--- config.mk ---
export PLATFORM = sky130hd
export DESIGN_NAME = alpha_fade_controller
export DESIGN_NICKNAME = d
export VERILOG_FILES = /design/src/rtl/alpha_fade_controller_pkg.sv /design/src/rtl/alpha_fade_controller_blend_pipe.sv /design/src/rtl/alpha_fade_controller.sv
export SDC_FILE = /design/constraint.sdc
export NUM_CORES = 1
export LEC_CHECK = 0
export CAP_MARGIN = 10
export CORE_ASPECT_RATIO = 1.75
export CORE_MARGIN = 2
export CORE_UTILIZATION = 55
export CTS_BUF_LIST = sky130_fd_sc_hd__clkbuf_8 sky130_fd_sc_hd__clkbuf_16
export CTS_CLUSTER_SIZE = 24
export DETAILED_ROUTE_END_ITERATION = 16
export HOLD_SLACK_MARGIN = 0.03
export PLACE_DENSITY = 0.86
export SYNTH_ARGS = -nofsm -noshare
export SYNTH_HDL_FRONTEND = slang
export SYNTH_HIERARCHICAL = 1
export SYNTH_SLANG_ARGS = --single-unit
--- constraint.sdc ---
create_clock -name clock -period 10.3 [get_ports clock]
set_clock_uncertainty 0.05 [all_clocks]
set_input_delay 2.06 -clock clock [delete_from_list [all_inputs] [get_ports clock]]
set_output_delay 2.06 -clock clock [all_outputs]
set_load 0.005 [all_outputs]
--- src/rtl/alpha_fade_controller_pkg.sv ---
// Shared definitions for the alpha fade controller: command and state encodings,
// RGB888 channel layout and a channel extraction helper.
package blend_defs;

  localparam logic [1:0] CMD_FADE_IN  = 2'b01;
  localparam logic [1:0] CMD_FADE_OUT = 2'b10;

  typedef enum logic [1:0] {
    ST_IDLE     = 2'd0,
    ST_FADE_IN  = 2'd1,
    ST_FADE_OUT = 2'd2
  } state_t;

  localparam int PIX_W  = 24;
  localparam int CH_W   = 8;
  localparam int NUM_CH = 3;

  localparam int R_HI = 23;
  localparam int R_LO = 16;
  localparam int G_HI = 15;
  localparam int G_LO = 8;
  localparam int B_HI = 7;
  localparam int B_LO = 0;

  // Channel index 0 = blue, 1 = green, 2 = red, matching bit order in the word.
  function automatic logic [CH_W-1:0] ch_get(input logic [PIX_W-1:0] px, input int c);
    logic [CH_W-1:0] v;
    case (c)
      0:       v = px[B_HI:B_LO];
      1:       v = px[G_HI:G_LO];
      default: v = px[R_HI:R_LO];
    endcase
    return v;
  endfunction

endpackage

--- src/rtl/alpha_fade_controller_blend_pipe.sv ---
// Two-stage alpha blend datapath: stage 1 registers per-channel products,
// stage 2 registers the normalised sum or the non-overlapping OR pixel.
module blend_pipe
  import blend_defs::*;
#(
  parameter int ALPHA_N_LOG_2 = 4
) (
  input  logic                     clock,
  input  logic                     reset,
  input  logic [ALPHA_N_LOG_2:0]   alpha_m,
  input  logic [PIX_W-1:0]         pixel_1,
  input  logic [PIX_W-1:0]         pixel_2,
  input  logic                     pixel_valid,
  output logic [PIX_W-1:0]         overlap_pixel,
  output logic                     out_valid
);

  localparam int AW = ALPHA_N_LOG_2 + 1;
  localparam int PW = CH_W + AW;
  localparam logic [AW-1:0] ALPHA_N = AW'(1 << ALPHA_N_LOG_2);

  logic [AW-1:0]                 w_alpha_inv;
  logic [NUM_CH-1:0][PW-1:0]     r_prod_1;
  logic [NUM_CH-1:0][PW-1:0]     r_prod_2;
  logic [NUM_CH-1:0][PW-1:0]     w_sum;
  logic [PIX_W-1:0]              w_blend;
  logic [PIX_W-1:0]              r_or_pix;
  logic                          r_overlap;
  logic                          r_valid_1;
  logic [PIX_W-1:0]              r_pix;
  logic                          r_valid_2;

  assign w_alpha_inv = ALPHA_N - alpha_m;

  always_ff @(posedge clock) begin
    if (reset) begin
      r_prod_1  <= '0;
      r_prod_2  <= '0;
      r_or_pix  <= '0;
      r_overlap <= 1'b0;
      r_valid_1 <= 1'b0;
      r_pix     <= '0;
      r_valid_2 <= 1'b0;
    end else begin
      for (int c = 0; c < NUM_CH; c++) begin
        r_prod_1[c] <= PW'(ch_get(pixel_1, c)) * PW'(alpha_m);
        r_prod_2[c] <= PW'(ch_get(pixel_2, c)) * PW'(w_alpha_inv);
      end
      r_or_pix  <= pixel_1 | pixel_2;
      r_overlap <= |(pixel_1 & pixel_2);
      r_valid_1 <= pixel_valid;
      r_pix     <= r_overlap ? w_blend : r_or_pix;
      r_valid_2 <= r_valid_1;
    end
  end

  // Weights sum to N, so the shifted sum never exceeds a full channel.
  always_comb begin
    w_sum   = '0;
    w_blend = '0;
    for (int c = 0; c < NUM_CH; c++) begin
      w_sum[c] = r_prod_1[c] + r_prod_2[c];
      w_blend[c*CH_W +: CH_W] = CH_W'(w_sum[c] >> ALPHA_N_LOG_2);
    end
  end

  assign overlap_pixel = r_pix;
  assign out_valid     = r_valid_2;

endmodule

--- src/rtl/alpha_fade_controller.sv ---
// Frame-synchronous fade sequencer owning the blend weight, driving the blend pipe.
// state       | meaning
// ST_IDLE     | weight static, commands accepted
// ST_FADE_IN  | weight steps toward N every FRAMES_PER_STEP frames
// ST_FADE_OUT | weight steps toward 0 every FRAMES_PER_STEP frames
module alpha_fade_controller
  import blend_defs::*;
#(
  parameter int ALPHA_N_LOG_2   = 4,
  parameter int ALPHA_INIT      = 8,
  parameter int FRAMES_PER_STEP = 2
) (
  input  logic                     clock,
  input  logic                     reset,
  input  logic                     frame_start,
  input  logic [1:0]               cmd,
  input  logic                     cmd_valid,
  output logic                     cmd_ready,
  input  logic                     abort,
  input  logic [PIX_W-1:0]         pixel_1,
  input  logic [PIX_W-1:0]         pixel_2,
  input  logic                     pixel_valid,
  output logic [PIX_W-1:0]         overlap_pixel,
  output logic                     out_valid,
  output logic [ALPHA_N_LOG_2:0]   alpha_m,
  output logic                     busy,
  output logic                     done
);

  localparam int AW = ALPHA_N_LOG_2 + 1;
  localparam int CW = (FRAMES_PER_STEP > 1) ? $clog2(FRAMES_PER_STEP) : 1;
  localparam logic [AW-1:0] ALPHA_N    = AW'(1 << ALPHA_N_LOG_2);
  localparam logic [AW-1:0] ALPHA_ZERO = '0;
  localparam logic [CW-1:0] CNT_LAST   = CW'(FRAMES_PER_STEP - 1);

  state_t          r_state;
  state_t          w_state_nxt;
  logic [AW-1:0]   r_alpha;
  logic [AW-1:0]   w_alpha_nxt;
  logic [CW-1:0]   r_cnt;
  logic [CW-1:0]   w_cnt_nxt;
  logic            r_done;
  logic            w_done_nxt;
  logic [AW-1:0]   w_target;
  logic [AW-1:0]   w_alpha_step;

  always_ff @(posedge clock) begin
    if (reset) begin
      r_state <= ST_IDLE;
      r_alpha <= AW'(ALPHA_INIT);
      r_cnt   <= '0;
      r_done  <= 1'b0;
    end else begin
      r_state <= w_state_nxt;
      r_alpha <= w_alpha_nxt;
      r_cnt   <= w_cnt_nxt;
      r_done  <= w_done_nxt;
    end
  end

  // Abort outranks everything; a fade already at its endpoint finishes on the
  // next frame without touching the weight.
  always_comb begin
    w_state_nxt  = r_state;
    w_alpha_nxt  = r_alpha;
    w_cnt_nxt    = r_cnt;
    w_done_nxt   = 1'b0;
    w_target     = (r_state == ST_FADE_IN) ? ALPHA_N : ALPHA_ZERO;
    w_alpha_step = (r_state == ST_FADE_IN) ? r_alpha + 1'b1 : r_alpha - 1'b1;
    if (abort) begin
      w_state_nxt = ST_IDLE;
    end else begin
      case (r_state)
        ST_IDLE: begin
          if (cmd_valid && cmd == CMD_FADE_IN) begin
            w_state_nxt = ST_FADE_IN;
            w_cnt_nxt   = '0;
          end else if (cmd_valid && cmd == CMD_FADE_OUT) begin
            w_state_nxt = ST_FADE_OUT;
            w_cnt_nxt   = '0;
          end
        end
        ST_FADE_IN, ST_FADE_OUT: begin
          if (frame_start) begin
            if (r_alpha == w_target) begin
              w_state_nxt = ST_IDLE;
              w_done_nxt  = 1'b1;
            end else if (r_cnt == CNT_LAST) begin
              w_cnt_nxt   = '0;
              w_alpha_nxt = w_alpha_step;
              if (w_alpha_step == w_target) begin
                w_state_nxt = ST_IDLE;
                w_done_nxt  = 1'b1;
              end
            end else begin
              w_cnt_nxt = r_cnt + 1'b1;
            end
          end
        end
        default: w_state_nxt = ST_IDLE;
      endcase
    end
  end

  always_comb begin
    busy      = (r_state != ST_IDLE);
    cmd_ready = (r_state == ST_IDLE);
  end

  assign alpha_m = r_alpha;
  assign done    = r_done;

  blend_pipe #(
    .ALPHA_N_LOG_2 (ALPHA_N_LOG_2)
  ) u_blend_pipe (
    .clock         (clock),
    .reset         (reset),
    .alpha_m       (r_alpha),
    .pixel_1       (pixel_1),
    .pixel_2       (pixel_2),
    .pixel_valid   (pixel_valid),
    .overlap_pixel (overlap_pixel),
    .out_valid     (out_valid)
  );

endmodule

## After elaboration in Yosys (flattened, before gate mapping)

Cells that the tools add are included.

- Register bits: 132
- Bits of input ports: 56
- Output and inout bits: 33

- $add $sub $neg: 7
- Multiply operators: 6
- Equality and inequality tests: 11
- Mux-type cells: 25
- Bitwise operators: 6
- Reductions and logical operators: 12

Operators by type and width:

| operator | count |
|---|---|
| $mul 8x5->12 | 6 |
| $mux 8 | 6 |
| $add 12x12->12 | 3 |
| $and 24x24->24 | 1 |
| $mux 24 | 1 |
| $or 24x24->24 | 1 |
| $reduce_or 24->1 | 1 |
| $mux 2 | 6 |
| $eq 5x5->1 | 2 |
| $mux 5 | 2 |
| $reduce_and 5->1 | 2 |
| $mux 1 | 8 |
| $ne 3x3->1 const B | 2 |
| $add 5x1->5 const B | 1 |
| $sub 5x1->5 const B | 1 |
| $sub 5x5->5 const A | 1 |
| $eq 2x1->1 const B | 2 |
| $eq 2x2->1 const B | 2 |
| $ne 2x2->1 const B | 2 |
| $not 1->1 | 4 |
| $pmux 2 s2 | 1 |
| $reduce_and 4->1 | 1 |
| $reduce_bool 2->1 | 2 |
| $reduce_or 2->1 | 2 |
| other kinds (6) | 7 |

## Longest topological paths before layout

Gate-level depths: netlist of the first run.

- Depth in word-level cells: 8
- Gate-level depth with buffers: 20

## Cells and area by module

Netlist of the first run, hierarchy kept.

By module, submodules not included:

| module | instances | cells an instance | area each (um2) |
|---|---|---|---|
| blend_pipe | 1 | 1343 | 11531.1 |
| alpha_fade_controller | 1 | 76 | 624.3 |

## Least setup slack after synthesis of the first run

Ideal clock, no wire load.

- Path kind: input-to-reg
- Start: input pixel_1[11]
- End: register u_blend_pipe/r_prod_1[24] in the netlist's numbering
- Data arrival time: 4969 ps
- Required time: 10179 ps
- Setup slack: 5210 ps
- Cell stages on the path: 13
- Buffers on the path: 0
- Cells stage by stage: and2_1 > fa_1 > fa_1 > inv_1 > fa_1 > inv_1 > ha_1 > nor2_1 > nor2_1 > o31a_1 > nor4_1 > or4_1 > a21oi_1

- Longest elaborated chain between the ends: 2

RTL lines:

| item | RTL line | source |
|---|---|---|
| from (decl) | alpha_fade_controller.sv:20 | `input logic [PIX_W-1:0] pixel_1,` |
| $mux 8 | alpha_fade_controller_blend_pipe.sv:36 | `if (reset) begin` |
| $mul 8x5->12 | alpha_fade_controller_blend_pipe.sv:46 | `r_prod_1[c] <= PW'(ch_get(pixel_1, c)) * PW'(alpha_m);` |
| to (signal, indexed assignment) | alpha_fade_controller_blend_pipe.sv:46 |  |
| to (decl) | alpha_fade_controller_blend_pipe.sv:23 | `logic [NUM_CH-1:0][PW-1:0] r_prod_1;` |

Every way passes these cells. The select of a mux whose other input is x is not followed.
A chain may end at the register's enable or synchronous reset.

## Worst setup path after layout of the first run

- Start: input pixel_1[10]
- End: register u_blend_pipe/r_prod_1[24] in the netlist's numbering

Same word-level chain as after synthesis.

==> metrics.txt, run 1 <==
post-layout min period 5750 ps; number of global-route vias before repair roughly 11000; data arrival at the endpoint of the critical path approximately 6000 ps; slew at the pin with the worst max-slew slack just under 900 ps; Sequential Area around 2600 µm²; DIE HEIGHT ~200 µm; count of nets after finishing 1811; post-route fraction of the period consumed by the critical path 55.8%; largest cells by area after synthesis sky130_fd_sc_hd__dfxtp_1 (22%), sky130_fd_sc_hd__fa_1 (17%), sky130_fd_sc_hd__ha_1 (16%); effective utilization at floorplan between 50% and 60%; Internal Dissipation ~1.1 mW; leading cell type in the layout, fill and taps excluded sky130_fd_sc_hd__inv_1; diode insertion count for antenna repair 0; post-synthesis register bit count around 130; share of post-route cells with drive strength above 1 approximately 3.8%; Die X-Extent ~120 µm; distinct cell type count after synthesis 68; post-synthesis instance area ~12000 µm²; required time at the worst-slack endpoint about 11000 ps; number of warnings reported in the yosys synthesis log 6; Worst-Skew Late Latency about 420 ps; ordered cell list for the critical path clkdlybuf4s50_1 > nand2_1 > fa_1 > fa_1 > fa_1 > inv_1 > ha_1 > nor2b_1 > o31a_1 > nor4_1 > or4_1 > a21oi_1; sequential group share of total power 37.7%; CTS tree done; power share of the combinational group between 10% and 20%; Total Die Area between 20000 and 25000 µm²; clock-pin slew on the worst setup and hold paths ~60 ps; number of hold buffers added after CTS 0; Detail Route Antenna Nets 0; FILL cells approximately 1800; adder-cell area share of the yosys netlist approximately 33%; final number of max-transition violations 0; xor-xnor portion of the synthesized cell area 5.69%; Hold Fails Final Rpt 0; largest net degree at the start of global routing 71; number of resized instances in the post-cts repair step 0; post-layout instance area 14000 µm²; number of endpoints failing setup at the final stage 0; Post-synth EDFFs 0; share of flip-flops with an asynchronous set or reset after synthesis 0%; count of pins on the block boundary a little under 90; number of levels in the clock H-tree 4; cell with the largest stage delay on the worst path sky130_fd_sc_hd__clkdlybuf4s50_1; core footprint 21900 µm²; total of max-cap violations 0; starting DRC count in detailed routing 650; synthesized area divided by synthesized cell count approximately 8.6 µm²; Buffers on Ports 88; switching power about 0.40 mW; gr usage total 29.5%; detailed-routing iteration count for the pre-antenna-repair pass 5; overall overflow remaining after global route 0; maximum clock frequency ~170 MHz; number of sinks handled by clock tree synthesis about 130; average wire per cell in the routed design about 19 µm; Vias/cell approximately 5.8; worst min-delay path category flop to flop; sequential cell area fraction in the yosys report approximately 22%; nets in the synthesized netlist about 1700; clock share of power roughly 46%; DRC viols 0; highest cell delay on the worst timing path 760 ps; fraction of post-synthesis cell area in the top cell type by area 21.7%; count of buffers added by post-CTS timing repair for setup 0; Vias about 10000; clock tree root buffer cell sky130_fd_sc_hd__clkbuf_16; IR drop worst, VDD 0.000112 V; dominant combinational cell family by area after synthesis adder cells; initial antenna violation count 1; Pwr per Cell Area 104 nW/µm²; slew margin rel. between 40 and 50%; Sw Share 27.3%; routability congestion estimate around 0.91; global-route wire length before repair 53100 µm; summed negative setup slack over all endpoints 0 ps; path type of the worst setup path input port to flop; cell area after placement roughly 13000 µm²; cell type with the highest occurrence count on the critical path sky130_fd_sc_hd__fa_1; share of cell area taken by muxes after synthesis roughly 1.1%; area grow syn2layout 14.9%; post-synthesis instance total about 1400; simple-gate share of the synthesized area between 20% and 30%; Compound-Gate Fraction of Synth Area 9.20%; number of buffers created by CTS 17; ys flop type sky130_fd_sc_hd__dfxtp_1; buffer depth of the longest clock path 2; area of combinational cells with multiple inputs between 8000 and 9000 µm²; result of the run finished clean; wirelength, routed 33600 µm; floorplan row count 72; most frequent cells in the layout sky130_fd_sc_hd__inv_1 (177), sky130_fd_sc_hd__ha_1 (157), sky130_fd_sc_hd__nor2_1 (156); largest fanout of any net on the critical path 7; kind of start point of the critical path input port; dominant cell type by area after synthesis sky130_fd_sc_hd__dfxtp_1; DP HPWL around 25000 µm; type of destination of the critical path flop; Leakage around 6.8 nW; RSZ-0062 raised after global routing false
cells in the mapped netlist, types with 5 or more instances:
| library cell | count |
|---|---|
| sky130_fd_sc_hd__a21o_1 | 14 |
| sky130_fd_sc_hd__a21oi_1 | 49 |
| sky130_fd_sc_hd__a22oi_1 | 10 |
| sky130_fd_sc_hd__a31oi_1 | 5 |
| sky130_fd_sc_hd__and2_1 | 128 |
| sky130_fd_sc_hd__buf_1 | 8 |
| sky130_fd_sc_hd__clkbuf_1 | 32 |
| sky130_fd_sc_hd__dfxtp_1 | 132 |
| sky130_fd_sc_hd__fa_1 | 103 |
| sky130_fd_sc_hd__ha_1 | 157 |
| sky130_fd_sc_hd__inv_1 | 177 |
| sky130_fd_sc_hd__mux2i_1 | 13 |
| sky130_fd_sc_hd__nand2_1 | 136 |
| sky130_fd_sc_hd__nand2b_1 | 6 |
| sky130_fd_sc_hd__nand3_1 | 14 |
| sky130_fd_sc_hd__nand3b_1 | 5 |
| sky130_fd_sc_hd__nand4_1 | 8 |
| sky130_fd_sc_hd__nor2_1 | 156 |
| sky130_fd_sc_hd__nor2b_1 | 27 |
| sky130_fd_sc_hd__nor3_1 | 27 |
| sky130_fd_sc_hd__nor3b_1 | 8 |
| sky130_fd_sc_hd__nor4_1 | 6 |
| sky130_fd_sc_hd__o21ai_0 | 15 |
| sky130_fd_sc_hd__o21ai_1 | 7 |
| sky130_fd_sc_hd__o21bai_1 | 6 |
| sky130_fd_sc_hd__o31ai_1 | 10 |
| sky130_fd_sc_hd__or3_1 | 11 |
| sky130_fd_sc_hd__or4_1 | 6 |
| sky130_fd_sc_hd__xnor2_1 | 45 |
| sky130_fd_sc_hd__xor2_1 | 34 |
power by group through the flow:
stage	clock (mW)	combinational (mW)	sequential, mW
final	0.674	0.230	0.547
after global routing	0.701	0.250	0.548
after CTS	0.677	0.226	0.547
after detailed placement	0	0.223	0.558
after global placement	0	0.216	0.557
after floorplan	0	0.123	0.554
worst max-delay path: cells and delay by family:
| kind | cells | cell delay [ps] |
|---|---|---|
| adder cells (fa/ha/maj) | 4 | 1840 |
| buffers and inverters | 2 | 820 |
| AO/OA/AOI/OAI | 2 | 340 |
| AND/OR/NAND/NOR | 4 | 990 |
path summary, 6_finish.rpt:
path,end,slack (ps),depth (start not counted),start
worst min register to register,u_blend_pipe/overlap_pixel[1],380,2,u_blend_pipe/r_or_pix[1]
worst min-delay path,u_blend_pipe/overlap_pixel[1],380,2,u_blend_pipe/r_or_pix[1]
worst max register to register,u_blend_pipe/r_prod_2[36],5100,18,alpha_m[0]
worst max-delay path,u_blend_pipe/r_prod_1[24],4550,12,pixel_1[10]
sequential cells by signal (all words and copies together) (netlist names):
register	count
u_blend_pipe/r_prod_2	36
r_state	2
u_blend_pipe/r_prod_1	36
u_blend_pipe/out_valid	1
alpha_m	5
done	1
r_cnt	1
u_blend_pipe/overlap_pixel	24
u_blend_pipe/r_or_pix	24
u_blend_pipe/r_overlap	1
u_blend_pipe/r_valid_1	1
cell families after synthesis:
logic type | after synthesis
adders and majority gates | 260
and+or+nand+nor | 550
DFF | 132
xor gates and xnor gates | 79
muxes | 13
buffers and inverters | 220
AOI/OAI and AO/OA | 165
metrics by stage:
step	util, %	instances	total power, mW	hold slack [ps]	setup slack [ps]
3_5_place_dp	60.8	1772	0.781	371	4220
2_1_floorplan	-	1419	0.678	351	5210
5_1_grt	63.8	1804	1.50	416	4410
4_1_cts	63.8	1804	1.45	384	4650
3_3_place_gp	60.8	1772	0.773	370	4240
6_report	63.8	1804	1.45	385	4550
layer usage:
metal | vias to the layer above | GRT usage [%] | wire length (µm)
li1 | 4762 | - | -
met1 | 5063 | 28.5 | 11200
met2 | 452 | 51.3 | 17100
met3 | 174 | 4.62 | 1720
met4 | 0 | 27.6 | 3610
met5 | - | 0 | 0
final cells by class:
| class | count | area share, % |
|---|---|---|
| Multi-Input combinational cell | 1067 | 62.1 |
| Sequential cell | 132 | 18.9 |
| Timing Repair Buffer | 99 | 6.88 |
| Inverter | 178 | 4.78 |
| Clock buffer | 18 | 3.14 |
| Tap cell | 296 | 2.65 |
| Clock inverter | 14 | 1.51 |
No activity file was read; power rests on OpenSTA's default activity.
==> run 2: changes to the inputs <==
- clock period: 10.3 -> 5.72 ns (I/O delays scaled with it)
==> metrics.txt, run 2 (synthesis gave the netlist of run 1 again) <==
result of the run finished clean (unchanged); floorplan row count 72 (unchanged); overall overflow remaining after global route 0 (unchanged); total power after layout 2.57 mW (was 1.45 mW); met3 routed wirelength 1710 µm (was 1720 µm); average wire per cell in the routed design 18.4 µm (was 18.6 µm); clock-pin slew on the worst setup and hold paths 60 ps (about the same); routability congestion estimate 0.956 (was 0.909); Worst Hold Margin 387 ps (was 385 ps); number of buffers created by CTS 17 (unchanged); slew at the pin with the worst max-slew slack 874 ps (was 869 ps); Total Die Area 23400 µm² (unchanged); Worst Min Path Start u_blend_pipe/r_valid_1 (was u_blend_pipe/r_or_pix[1]); core footprint 21900 µm² (unchanged); Sequential Area 2640 µm² (unchanged); leading cell type in the layout, fill and taps excluded sky130_fd_sc_hd__inv_1 (unchanged); worst min-delay path category flop to flop (unchanged); number of resized instances in the post-cts repair step 0 (unchanged); Core Util, Final 63.8% (about the same); cell count after placement 1775 (was 1772); Detail Route Antenna Nets 0 (unchanged); share of post-route cells with drive strength above 1 3.97% (was 3.78%); routed metal-1 wirelength 11100 µm (was 11200 µm); worst r2r dst u_blend_pipe/r_prod_2[21] (was u_blend_pipe/r_prod_2[36]); uppermost layer routed met4 (unchanged); count of buffers added by post-CTS timing repair for setup 0 (unchanged); buffer depth of the longest clock path 2 (unchanged); kind of start point of the critical path flop (was input port); number of sinks handled by clock tree synthesis 132 (unchanged); DRC viols 0 (unchanged); count of pins on the block boundary 89 (unchanged); starting DRC count in detailed routing 621 (was 650); crit path buf inv count 4 (was 2); area grow syn2layout 14.9% (about the same); data arrival at the endpoint of the critical path 5100 ps (was 6050 ps); Pwr per Cell Area 184 nW/µm² (was 104 nW/µm²); ordered cell list for the critical path buf_4 > inv_1 > ha_1 > nor3b_2 > xor2_1 > buf_4 > nand2_1 > fa_1 > fa_1 > fa_1 > inv_1 > ha_1 > a21o_1 > a21oi_1 > o21ai_0 > a21oi_1 > xor2_1 > nor2_1 (was clkdlybuf4s50_1 > nand2_1 > fa_1 > fa_1 > fa_1 > inv_1 > ha_1 > nor2b_1 > o31a_1 > nor4_1 > or4_1 > a21oi_1); number of standard cells in the layout, taps in and fillers out 1807 (was 1804); DIE HEIGHT 201 µm (unchanged); path type of the worst setup path flop to flop (was input port to flop); maximum clock frequency 206 MHz; wirelength, routed 33200 µm (was 33600 µm); Vias 10400 (was 10500); post-layout min period roughly 4900 ps; diode insertion count for antenna repair 0 (unchanged); Hold Fails Final Rpt 0 (unchanged); largest fanout of any net on the critical path 24 (was 7); CTS tree done (unchanged); number of global-route vias before repair 10800 (was 11000); gr usage total 29.8% (was 29.5%); count of nets after finishing 1814 (was 1811); IR drop worst, VDD 0.000190 V (was 0.000112 V); Critical R2R Launch alpha_m[0] (unchanged); registers with the most flip-flops u_blend_pipe/r_prod_1 (36), u_blend_pipe/r_prod_2 (36) (unchanged); DP HPWL 25300 µm (was 25200 µm); largest net degree at the start of global routing 72 (was 71); initial antenna violation count 0 (was 1); most frequent cells in the layout sky130_fd_sc_hd__inv_1 (177), sky130_fd_sc_hd__ha_1 (157), sky130_fd_sc_hd__nor2_1 (156) (unchanged); final number of max-transition violations 0 (unchanged); setup slack after placement 525 ps (was 4220 ps); effective utilization at floorplan 55.5% (unchanged); RSZ-0062 raised after global routing false (unchanged); Leakage 6.76 nW (about the same); type of destination of the critical path flop (unchanged); cell with the largest stage delay on the worst path sky130_fd_sc_hd__fa_1 (was sky130_fd_sc_hd__clkdlybuf4s50_1); worst min-delay path endpoint u_blend_pipe/out_valid (was u_blend_pipe/overlap_pixel[1]); number of cells on the worst reg-to-reg path 18 (unchanged); reg-to-reg setup timing slack 850 ps (was 5100 ps); slew margin rel. 41.5% (was 42.0%); number of endpoints failing setup at the final stage 0 (unchanged); Worst-Skew Late Latency 430 ps (was 420 ps); number of hold buffers added after CTS 0 (unchanged); top cell family by delay on the critical path adder cells (unchanged); clock tree root buffer cell sky130_fd_sc_hd__clkbuf_16 (unchanged); cell type with the highest occurrence count on the critical path sky130_fd_sc_hd__fa_1 (unchanged); area of combinational cells with multiple inputs 8680 µm² (unchanged); total of max-cap violations 0 (unchanged); global-route wire length before repair 53600 µm (was 53100 µm); Die X-Extent 116 µm (unchanged); detailed-routing iteration count for the pre-antenna-repair pass 8 (was 5); Vias/cell 5.73 (was 5.79); met2 WL 17300 µm (was 17100 µm); instance count along the most critical hold path 1 (was 2); FILL cells 1784 (was 1766); required time at the worst-slack endpoint 5960 ps (was 10600 ps); post-layout instance area 14000 µm² (about the same); cell area after placement 13300 µm² (about the same); post-route fraction of the period consumed by the critical path 85.1%; worst-case setup margin in the final layout 854 ps (was 4550 ps); highest cell delay on the worst timing path 520 ps (was 760 ps); number of levels in the clock H-tree 4 (unchanged); Buffers on Ports 88 (unchanged); summed negative setup slack over all endpoints 0 ps (unchanged)
run 2: where the power goes:
group	internal, mW	switching, mW
logic	0.179	0.234
registers	0.966	0.0181
clock network	0.711	0.459
total	1.86	0.711
run 2: layout make-up:
cell class | instances | area share, %
timing repair buffer | 102 | 7.04
sequential | 132 | 18.9
clock inverter | 14 | 1.36
clock buffer | 18 | 3.14
tap | 296 | 2.65
multi-input combinational | 1067 | 62.1
inverter | 178 | 4.78
run 2: worst max-delay path by stage:
stage,start,end,slack [ps],cells after the start
after floorplan,alpha_m[1],u_blend_pipe/r_prod_2[36],1000,18
after global placement,pixel_1[4],u_blend_pipe/r_prod_1[11],570,14
after detailed placement,pixel_1[4],u_blend_pipe/r_prod_1[11],530,14
after CTS,alpha_m[0],u_blend_pipe/r_prod_2[21],900,18
after global routing,alpha_m[0],u_blend_pipe/r_prod_2[36],690,18
final,alpha_m[0],u_blend_pipe/r_prod_2[21],850,18
run 2: metal layers:
metal	track usage [%]	vias up
met2	53.1	407
met1	29.5	5012
met5	0	-
met3	5.04	171
li1	-	4768
met4	23.4	0
==> run 3: changes to the inputs <==
- GPL_ROUTABILITY_DRIVEN: default -> 1
==> results of run 3 <==
Same layout as run 2: the final DEF is identical, and so are final timing and power.
